$ cat src/rtl/whack_pkg.sv
// Shared types and constants for the whack-a-mole game controller.
package whack_pkg;

    typedef enum logic [1:0] {StIdle, StGap, StUp, StOver} state_e;

    localparam logic [15:0] LFSR_SEED = 16'hACE1;
    // Taps 16,14,13,11 expressed as a mask over bits [15:0].
    localparam logic [15:0] LFSR_TAPS = 16'hB400;

    typedef logic [3:0] bcd_digit_t;

    function automatic logic [15:0] lfsr_step(input logic [15:0] s);
        return {s[14:0], ^(s & LFSR_TAPS)};
    endfunction

endpackage

$ cat src/rtl/bcd_counter.sv
// Multi-digit BCD counter with synchronous clear and an increment that saturates at all 9s.
module bcd_counter
    import whack_pkg::*;
#(
    parameter int unsigned SCORE_DIGITS = 4
) (
    input  logic                      clk,
    input  logic                      rst_n,
    input  logic                      clr_i,
    input  logic                      inc_i,
    output logic [4*SCORE_DIGITS-1:0] value_o
);

    bcd_digit_t [SCORE_DIGITS-1:0] digits_q, digits_d;
    logic all_nines;
    logic carry;

    always_comb begin
        all_nines = 1'b1;
        for (int i = 0; i < SCORE_DIGITS; i++) begin
            if (digits_q[i] != 4'd9) all_nines = 1'b0;
        end
    end

    // Ripple carry through the digits; a saturated counter stays put.
    always_comb begin
        digits_d = digits_q;
        carry    = 1'b0;
        if (clr_i) begin
            digits_d = '0;
        end else if (inc_i && !all_nines) begin
            carry = 1'b1;
            for (int i = 0; i < SCORE_DIGITS; i++) begin
                if (carry) begin
                    if (digits_q[i] == 4'd9) begin
                        digits_d[i] = 4'd0;
                    end else begin
                        digits_d[i] = digits_q[i] + 4'd1;
                        carry       = 1'b0;
                    end
                end
            end
        end
    end

    always_ff @(posedge clk) begin
        if (!rst_n) begin
            digits_q <= '0;
        end else begin
            digits_q <= digits_d;
        end
    end

    assign value_o = digits_q;

endmodule

$ cat src/rtl/whack_ctrl.sv
// Whack-a-mole game controller: pops pseudo-random moles, judges presses, keeps score and misses.
module whack_ctrl
    import whack_pkg::*;
#(
    parameter int unsigned N_HOLES      = 4,
    parameter int unsigned MOLE_TICKS   = 50_000_000,
    parameter int unsigned GAP_TICKS    = 25_000_000,
    parameter int unsigned MAX_MISSES   = 3,
    parameter int unsigned SCORE_DIGITS = 4
) (
    input  logic                      clk,
    input  logic                      rst_n,
    input  logic                      start,
    input  logic [N_HOLES-1:0]        hit,
    output logic [N_HOLES-1:0]        mole,
    output logic [4*SCORE_DIGITS-1:0] score_bcd,
    output logic [3:0]                misses,
    output logic                      hit_ok,
    output logic                      miss,
    output logic                      playing,
    output logic                      game_over
);

    localparam int unsigned MaxTicks = (GAP_TICKS > MOLE_TICKS) ? GAP_TICKS : MOLE_TICKS;
    localparam int unsigned TW       = (MaxTicks > 1) ? $clog2(MaxTicks) : 1;
    localparam int unsigned HW       = $clog2(N_HOLES);
    localparam logic [TW-1:0] GapLoad   = TW'(GAP_TICKS - 1);
    localparam logic [TW-1:0] MoleLoad  = TW'(MOLE_TICKS - 1);
    localparam logic [3:0]    MissLimit = 4'(MAX_MISSES);

    state_e               state_q, state_d;
    logic [15:0]          lfsr_q, lfsr_d;
    logic [TW-1:0]        timer_q, timer_d;
    logic [N_HOLES-1:0]   mole_q, mole_d;
    logic [3:0]           misses_q, misses_d;
    logic                 hit_ok_q, hit_ok_d;
    logic                 miss_q, miss_d;
    logic                 playing_q, playing_d;
    logic                 over_q, over_d;
    logic [HW-1:0]        prev_q, prev_d;
    logic                 prev_vld_q, prev_vld_d;
    logic [HW-1:0]        sel;
    logic                 miss_evt;
    logic                 score_clr;
    logic                 score_inc;

    // Never show the same hole twice in a row; bumping by one wraps since N_HOLES is a power of two.
    always_comb begin
        sel = lfsr_q[HW-1:0];
        if (prev_vld_q && (sel == prev_q)) sel = sel + HW'(1);
    end

    always_comb begin
        state_d    = state_q;
        lfsr_d     = lfsr_step(lfsr_q);
        timer_d    = timer_q;
        mole_d     = mole_q;
        misses_d   = misses_q;
        hit_ok_d   = 1'b0;
        miss_d     = 1'b0;
        prev_d     = prev_q;
        prev_vld_d = prev_vld_q;
        miss_evt   = 1'b0;
        score_clr  = 1'b0;
        score_inc  = 1'b0;

        case (state_q)
            StIdle, StOver: begin
                if (start) begin
                    score_clr = 1'b1;
                    misses_d  = '0;
                    mole_d    = '0;
                    timer_d   = GapLoad;
                    state_d   = StGap;
                end
            end
            StGap: begin
                mole_d = '0;
                if (timer_q == '0) begin
                    mole_d      = '0;
                    mole_d[sel] = 1'b1;
                    prev_d      = sel;
                    prev_vld_d  = 1'b1;
                    timer_d     = MoleLoad;
                    state_d     = StUp;
                end else begin
                    timer_d = timer_q - TW'(1);
                end
            end
            StUp: begin
                if (|(hit & mole_q)) begin
                    score_inc = 1'b1;
                    hit_ok_d  = 1'b1;
                    mole_d    = '0;
                    timer_d   = GapLoad;
                    state_d   = StGap;
                end else begin
                    if (timer_q == '0) begin
                        miss_evt = 1'b1;
                        mole_d   = '0;
                        timer_d  = GapLoad;
                        state_d  = StGap;
                    end else begin
                        timer_d = timer_q - TW'(1);
                        if (|hit) miss_evt = 1'b1;
                    end
                    // A wrong press and a timeout in the same cycle cost a single miss.
                    if (miss_evt) begin
                        miss_d   = 1'b1;
                        misses_d = misses_q + 4'd1;
                        if (misses_d == MissLimit) begin
                            mole_d  = '0;
                            state_d = StOver;
                        end
                    end
                end
            end
            default: begin
                mole_d  = '0;
                state_d = StIdle;
            end
        endcase

        playing_d = (state_d == StGap) || (state_d == StUp);
        over_d    = (state_d == StOver);
    end

    always_ff @(posedge clk) begin
        if (!rst_n) begin
            state_q    <= StIdle;
            lfsr_q     <= LFSR_SEED;
            timer_q    <= '0;
            mole_q     <= '0;
            misses_q   <= '0;
            hit_ok_q   <= 1'b0;
            miss_q     <= 1'b0;
            playing_q  <= 1'b0;
            over_q     <= 1'b0;
            prev_q     <= '0;
            prev_vld_q <= 1'b0;
        end else begin
            state_q    <= state_d;
            lfsr_q     <= lfsr_d;
            timer_q    <= timer_d;
            mole_q     <= mole_d;
            misses_q   <= misses_d;
            hit_ok_q   <= hit_ok_d;
            miss_q     <= miss_d;
            playing_q  <= playing_d;
            over_q     <= over_d;
            prev_q     <= prev_d;
            prev_vld_q <= prev_vld_d;
        end
    end

    bcd_counter #(
        .SCORE_DIGITS(SCORE_DIGITS)
    ) u_score (
        .clk    (clk),
        .rst_n  (rst_n),
        .clr_i  (score_clr),
        .inc_i  (score_inc),
        .value_o(score_bcd)
    );

    assign mole      = mole_q;
    assign misses    = misses_q;
    assign hit_ok    = hit_ok_q;
    assign miss      = miss_q;
    assign playing   = playing_q;
    assign game_over = over_q;

endmodule
$ cat config.mk
export PLATFORM = sky130hd
export DESIGN_NAME = whack_ctrl
export DESIGN_NICKNAME = d
export VERILOG_FILES = /design/src/rtl/whack_pkg.sv /design/src/rtl/bcd_counter.sv /design/src/rtl/whack_ctrl.sv
export SDC_FILE = /design/constraint.sdc
export NUM_CORES = 1
export LEC_CHECK = 0
export ABC_AREA = 0
export ABC_CLOCK_PERIOD_IN_PS = 2600
export BUFFER_PORTS_ARGS = -buffer_cell sky130_fd_sc_hd__buf_2
export CAP_MARGIN = 20
export CORE_MARGIN = 2
export CORE_UTILIZATION = 56
export CTS_BUF_LIST = sky130_fd_sc_hd__clkbuf_4 sky130_fd_sc_hd__clkbuf_8
export DETAILED_ROUTE_END_ITERATION = 10
export HOLD_SLACK_MARGIN = 0.1
export PLACE_DENSITY_LB_ADDON = 0.12
export SLEW_MARGIN = 40
export SYNTH_ARGS = -nofsm -noshare
export SYNTH_HDL_FRONTEND = slang
export SYNTH_HIERARCHICAL = 1
export SYNTH_SLANG_ARGS = --single-unit
$ cat constraint.sdc
create_clock -name clk -period 2.6 [get_ports clk]
set_clock_uncertainty 0.15 [all_clocks]
set_input_delay 0.52 -clock clk [delete_from_list [all_inputs] [get_ports clk]]
set_output_delay 0.52 -clock clk [all_outputs]
set_load 0.02 [all_outputs]
==> results.yml, run 1 <==
run_status:
  status: "complete, but fails checks"
  violations: "setup timing"
logic_synthesis:
  yosysWarnings: 6
  synth_xor_area_share_pct: 2.49
  ys.flop_type: "dfxtp_1"
  synth_compound_area_share_pct: 24.3
  muxShareOfSynthArea_pct: 1.04
  synth.ff_latch_count: 75
  syn-num-nets: 465
  synth_edf_count: 0
  synth_cell_types: 67
  synth_top_family_by_area: "simple AND/OR/NAND/NOR gates"
  synth_fa_ha_area_share_pct: 2.27
  seq_area_frac_synth_pct: 38.8
  yosysTopAreaCellShare_pct: 38.8
  avgSynthCellArea_sq_um: 8.57
  yosys.area.top_type: "dfxtp_1"
  syn-cell-area_sq_um: 3860
  synthArstFlopShare_pct: 0
  synthSimpleGateAreaFrac_pct: 25.8
  syn_inst: 451
  synthTopCellsByArea: "dfxtp_1 (39%), a21oi_1 (3.6%), nor2_1 (2.9%), nand2_1 (2.7%), o21ai_0 (2.7%)"
setup_path:
  r2r-start: "timer_q[1]$_SDFFE_PN0N_"
  critPathRequiredTime_ps: 2700
  crit_path_start_kind: "flip-flop"
  cpPeakStageDelay_ps: 460
  ff2ff_path_depth: 10
  endpoint_kind: "flip-flop"
  cp_cell_sequence: "inv_4 > ha_4 > or4b_4 > nor4_4 > buf_4 > and2_4 > o22ai_4 > a22oi_2 > ha_1 > and2_1"
  critical_path_class: "flip-flop to flip-flop"
  r2r_setup_slack_ps: -30
  worstReg2RegEnd: "playing$_SDFF_PN0_"
  cp.arrival_ps: 2730
  critPathSlowestCell: "or4b_4"
  cp_max_fo: 5
sta:
  worstMarginPinSlew_ps: 642
  setup_viol: 1
  finalSetupTns_ps: -33.7
  relSlewSlack_pct: 57.2
  rsz0062_at_grt: "true"
  finalCritPeriodShare_pct: 101
  min_period_ps: 2630
  final_max_slew_viol_count: 0
  hold_viol_final: 0
  max_freq_ghz: 0.380
  setup_slack_ps: -33.7
floorplanning:
  die_area_sq_um: 7580
  core_area_sq_um: 6720
  die_h_um: 87.1
  start_util_pct: 57.5
  io_pins: 35
  core.rowCount: 30
  die_width_um: 87.1
layout:
  final_cell_mix: "dfxtp_1 (74), buf_4 (43), buf_2 (35), nor2_1 (29), nand2_1 (28)"
  fin_util_pct: 69.6
  seq_area_sq_um: 1500
  nFillCells: 540
  drive_above_1_share_pct: 25.0
  multi_input_area_sq_um: 2280
  final_common_cell: "dfxtp_1"
  final_nets: 532
  diodes: 0
  areaGrowthSynthToFinish_pct: 20.9
pwr:
  p_int_uw: 2750
  pwr-share-comb_pct: 47.8
  p_leak_uw: 0.00185
  p_clk_share_pct: 20.2
  p_switching_uw: 1970
  p_sw_share_pct: 41.8
  pwr-share-seq_pct: 32.0
  power.density_nw_per_um2: 1010
  total_power_uw: 4720
  ir_drop_mv: 0.685
clock_network:
  cts_tree: "built"
  postCtsHoldBufs: 0
  htree_levels: 3
  cts.sinks: 75
  cts_made_buffers: 9
  clk_pin_slew_ps: 90
  clk_latency_ps: 360
  cts-root-buf: "clkbuf_8"
  cts_max_path_buffers: 2
drt:
  wirelength_um: 10300
  drt_iter0_drc: 289
  wire_per_inst_um: 17.1
  drtPass1Iterations: 5
  drcViolationCount: 0
  vias: 3813
  ant_nets: 0
  routed_via_density: 6.32
global_routing:
  grt_max_degree: 38
  first_global_vias: 3356
  antenna_found_initial: 0
  grt.total_usage_pct: 26.7
  grt_pass1_wl_um: 16000
  overflow: 0
place:
  dpl_worst_slack_ps: -14.1
  hpwl_um: 7110
  numPortBuffers: 34
  place_congestion: 0.898
min_path:
  min_path_type: "flip-flop to flip-flop"
  worstHoldStart: "lfsr_q[9]$_SDFF_PN0_"
  whs_path_depth: 1
  min_to: "lfsr_q[10]$_SDFF_PN1_"
run:
  maxCapViolCount: 0
[cell type report]
| type | instances | share of cell area (%) |
|---|---|---|
| Timing Repair Buffer | 78 | 10.7 |
| Clock inverter | 6 | 1.50 |
| Sequential cell | 75 | 32.2 |
| Tap cell | 80 | 2.14 |
| Multi-Input combinational cell | 331 | 48.7 |
| Inverter | 23 | 1.90 |
| Clock buffer | 10 | 2.95 |
[power groups by stage]
stage	Clock [uW]	Sequential, uW	Combinational (uW)
after global placement	0	1510	1950
after floorplan	0	1490	1380
after CTS	968	1490	2070
after global routing	1010	1530	2450
final	953	1510	2260
after detailed placement	0	1510	1980
[per-layer routing]
metal | track usage [%] | vias to the layer above | wire length [um]
met5 | 0 | - | 0
met4 | 7.95 | 0 | 217
met3 | 5.50 | 27 | 641
met2 | 42.9 | 171 | 4880
met1 | 36.3 | 1787 | 4540
li1 | - | 1828 | -
[flip-flops by register name, indices dropped and copies added, names as in the netlist, 2 cells and up]
register         cells
timer_q             26
lfsr_q              16
u_score/value_o     16
misses               4
mole                 4
prev_q               2
state_q              2
[worst max path at each step]
| stage | start | end | slack [ps] | cells after the start |
|---|---|---|---|---|
| after detailed placement | timer_q[1]$_SDFFE_PN0N_ | playing$_SDFF_PN0_ | -10 | 10 |
| after global routing | timer_q[1]$_SDFFE_PN0N_ | playing$_SDFF_PN0_ | -80 | 10 |
| after floorplan | timer_q[0]$_SDFFE_PN0N_ | playing$_SDFF_PN0_ | 10 | 10 |
| after CTS | timer_q[11]$_SDFFE_PN0N_ | playing$_SDFF_PN0_ | 30 | 8 |
| final | timer_q[1]$_SDFFE_PN0N_ | playing$_SDFF_PN0_ | -30 | 10 |
| after global placement | timer_q[1]$_SDFFE_PN0N_ | playing$_SDFF_PN0_ | 30 | 10 |
[critical path, delay by kind of cell (launching register included)]
kind	cells	cell delay (ps)
adders and majority gates	2	370
and+or+nand+nor	4	1110
buffers and inverters	2	280
DFF	1	350
AOI/OAI and AO/OA	2	250
[synth_stat cells (4+ instances only)]
master    count
a211o_1       4
a211oi_1      9
a21oi_1      28
a221oi_1      7
a31oi_1       8
and2_1       11
buf_2         4
buf_6         4
clkbuf_1     14
dfxtp_1      75
ha_1          7
inv_1        23
mux2i_1       4
nand2_1      28
nand2b_1     11
nand3_1      16
nand4_1       5
nor2_1       30
nor2b_1       4
nor3_1       12
nor4_1       13
o211ai_1      5
o21ai_0      21
o22ai_1      12
o31ai_1      10
or3_1         6
or4_1         8
or4_4         4
xor2_1        8
[through the flow]
step,hold WS (ps),area (sq um),std cells
6_report,253,4670,603
2_1_floorplan,236,3870,451
3_5_place_dp,244,4280,578
3_3_place_gp,240,4280,578
4_1_cts,257,4530,597
5_1_grt,267,4670,603
[what timing repair did]
action / in CTS / in global routing
pin swaps: 1 / 6
gates resized for setup: 4 / 24
endpoints found under the setup margin: 1 / 21
setup buffers: 2 / 6
cloned: 1 / 0
[cells by family (layout without fill, tap and decap cells)]
family	after synthesis	after routing
AND/OR/NAND/NOR	171	171
AO/OA/AOI/OAI	138	138
flip-flops	75	75
buffers and inverters	45	117
XOR/XNOR	11	11
adder cells (fa/ha/maj)	7	7
multiplexers	4	4
Note: power is estimated with default switching activity, not from simulation.
==> run 2, diff against run 1 <==
CORE_UTILIZATION = 54   (was 56)
CTS_BUF_LIST = default   (was sky130_fd_sc_hd__clkbuf_4 sky130_fd_sc_hd__clkbuf_8)
==> run 2 against run 1 <==
Against the previous run: the flow still finishes with violations (setup timing); flip-flop and latch count unchanged; first-iteration DRC count grew 8.3%; sequential power barely moved; setup slack improved by 7.6 ps; power shrank 2.0%; critical path depth stayed put; largest cell class unchanged; highest routed layer unchanged.
==> results.yml, run 2 (same netlist as run 1, synthesis figures left out) <==
setup_path:
  critPathSlowestCell: "or4b_4"
  cp.arrival_ps: 2730
  cp_max_fo: 5
  critical_path_class: "flip-flop to flip-flop"
  cpPeakStageDelay_ps: 480
  crit_path_start_kind: "flip-flop"
  cp_num_buf_inv: 2
  endpoint_kind: "flip-flop"
  cp_cell_sequence: "inv_4 > ha_4 > or4b_4 > nor4_4 > buf_4 > and2_4 > o22ai_4 > a22oi_2 > ha_1 > and2_1"
  critPathRequiredTime_ps: 2700
  critPathTopFamily: "simple AND/OR/NAND/NOR gates"
layout:
  diodes: 0
  final_cell_mix: "dfxtp_1 (73), buf_4 (50), buf_2 (35), nor2_1 (30), nand2_1 (28)"
  seq_area_sq_um: 1500
  nFillCells: 562
  drive_above_1_share_pct: 25.3
  multi_input_area_sq_um: 2250
  final_cells: 626
  final_nets: 539
  post-route-cell-area_sq_um: 4700
  regMostFlops: "timer_q"
  final_common_cell: "dfxtp_1"
  largest_reg_flops: 26
  areaGrowthSynthToFinish_pct: 21.5
  fin_util_pct: 68.4
sta:
  setup_viol: 1
  worstMarginPinSlew_ps: 630
  min_period_ps: 2630
  finalSetupTns_ps: -26.1
  final_max_slew_viol_count: 0
  relSlewSlack_pct: 58.0
  rsz0062_at_grt: "true"
  setup_slack_ps: -26.1
  max_freq_ghz: 0.381
  hold_viol_final: 0
  finalCritPeriodShare_pct: 101
  hold-worst-slack_ps: 268
drt:
  wire_per_inst_um: 16.4
  drcViolationCount: 0
  vias: 3827
  drt_iter0_drc: 313
  drtPass1Iterations: 6
  ant_nets: 0
  wirelength_um: 10300
  routed_via_density: 6.11
clock_network:
  cts_made_buffers: 9
  htree_levels: 3
  cts-root-buf: "clkbuf_8"
  clk_pin_slew_ps: 80
  clk_latency_ps: 360
  cts.sinks: 75
  cts_max_path_buffers: 2
  cts_tree: "built"
global_routing:
  use_met1_pct: 36.1
  grt_pass1_wl_um: 16300
  overflow: 0
  busiest_layer: "met2"
  grt_max_degree: 38
  first_global_vias: 3359
  grt.total_usage_pct: 26.7
  use_met2_pct: 41.7
  antenna_found_initial: 0
  grt_use_met3_pct: 7.74
pwr:
  p_leak_uw: 0.00186
  power.density_nw_per_um2: 986
  ir_drop_mv: 0.669
floorplanning:
  die_h_um: 88.6
  core.rowCount: 30
  core_area_sq_um: 6870
  die_area_sq_um: 7850
  start_util_pct: 56.3
  die_width_um: 88.6
  io_pins: 35
place:
  dp.cells: 601
  place_congestion: 0.909
  placed_cell_area_sq_um: 4350
  numPortBuffers: 34
  hpwl_um: 7060
run_status:
  status: "complete, but fails checks"
  violations: "setup timing"
run:
  maxCapViolCount: 0
min_path:
  min_path_type: "flip-flop to flip-flop"
-- run 2: cell types whose count changed in the layout (fill, tap and decap cells not counted), sizes merged --
cell	before	now
clkbuf	10	9
clkinvlp	0	3
clkinv	2	0
inv	26	27
buf	78	85
bufinv	1	0
-- run 2: worst paths after layout --
check / from / end / slack [ps] / depth (start not counted)
max: timer_q[0]$_SDFFE_PN0N_ / playing$_SDFF_PN0_ / -30 / 10
min: lfsr_q[6]$_SDFF_PN1_ / lfsr_q[7]$_SDFF_PN1_ / 270 / 1
min reg2reg: lfsr_q[6]$_SDFF_PN1_ / lfsr_q[7]$_SDFF_PN1_ / 270 / 1
max reg2reg: timer_q[0]$_SDFFE_PN0N_ / playing$_SDFF_PN0_ / -30 / 10
-- run 2: report_power, final --
group	switching, uW	internal, uW
Sequential	161	1320
Combinational	1350	957
Clock	473	359
-- run 2: metrics by stage --
stage               power (uW)  setup WS (ps)
floorplan                 2870           11.5
global placement          3490           28.1
detailed placement        3540           -104
CTS                       4460           7.88
global route              4910           -123
finish                    4630          -26.1
-- run 2: cell type report --
type                       instances  area share, %
timing repair buffer              85           11.7
sequential                        75           32.0
tap                               96           2.56
clock inverter                     7           1.23
clock buffer                       9           2.64
multi-input combinational        331           47.9
inverter                          23           1.95
-- run 2: what timing repair did --
action,4_1_cts,5_1_grt
resized for setup,6,17
cloned,1,0
setup buffers,2,6
setup endpoints to repair,1,14
pin swaps,3,7
endpoints found under the hold margin,0,0
hold buffers,0,0
-- run 2: routing by layer --
metal / vias up / share of wire [%]
li1: 1841 / -
met1: 1767 / 43
met2: 196 / 46
met3: 23 / 8.7
met4: 0 / 2.0
met5: - / 0
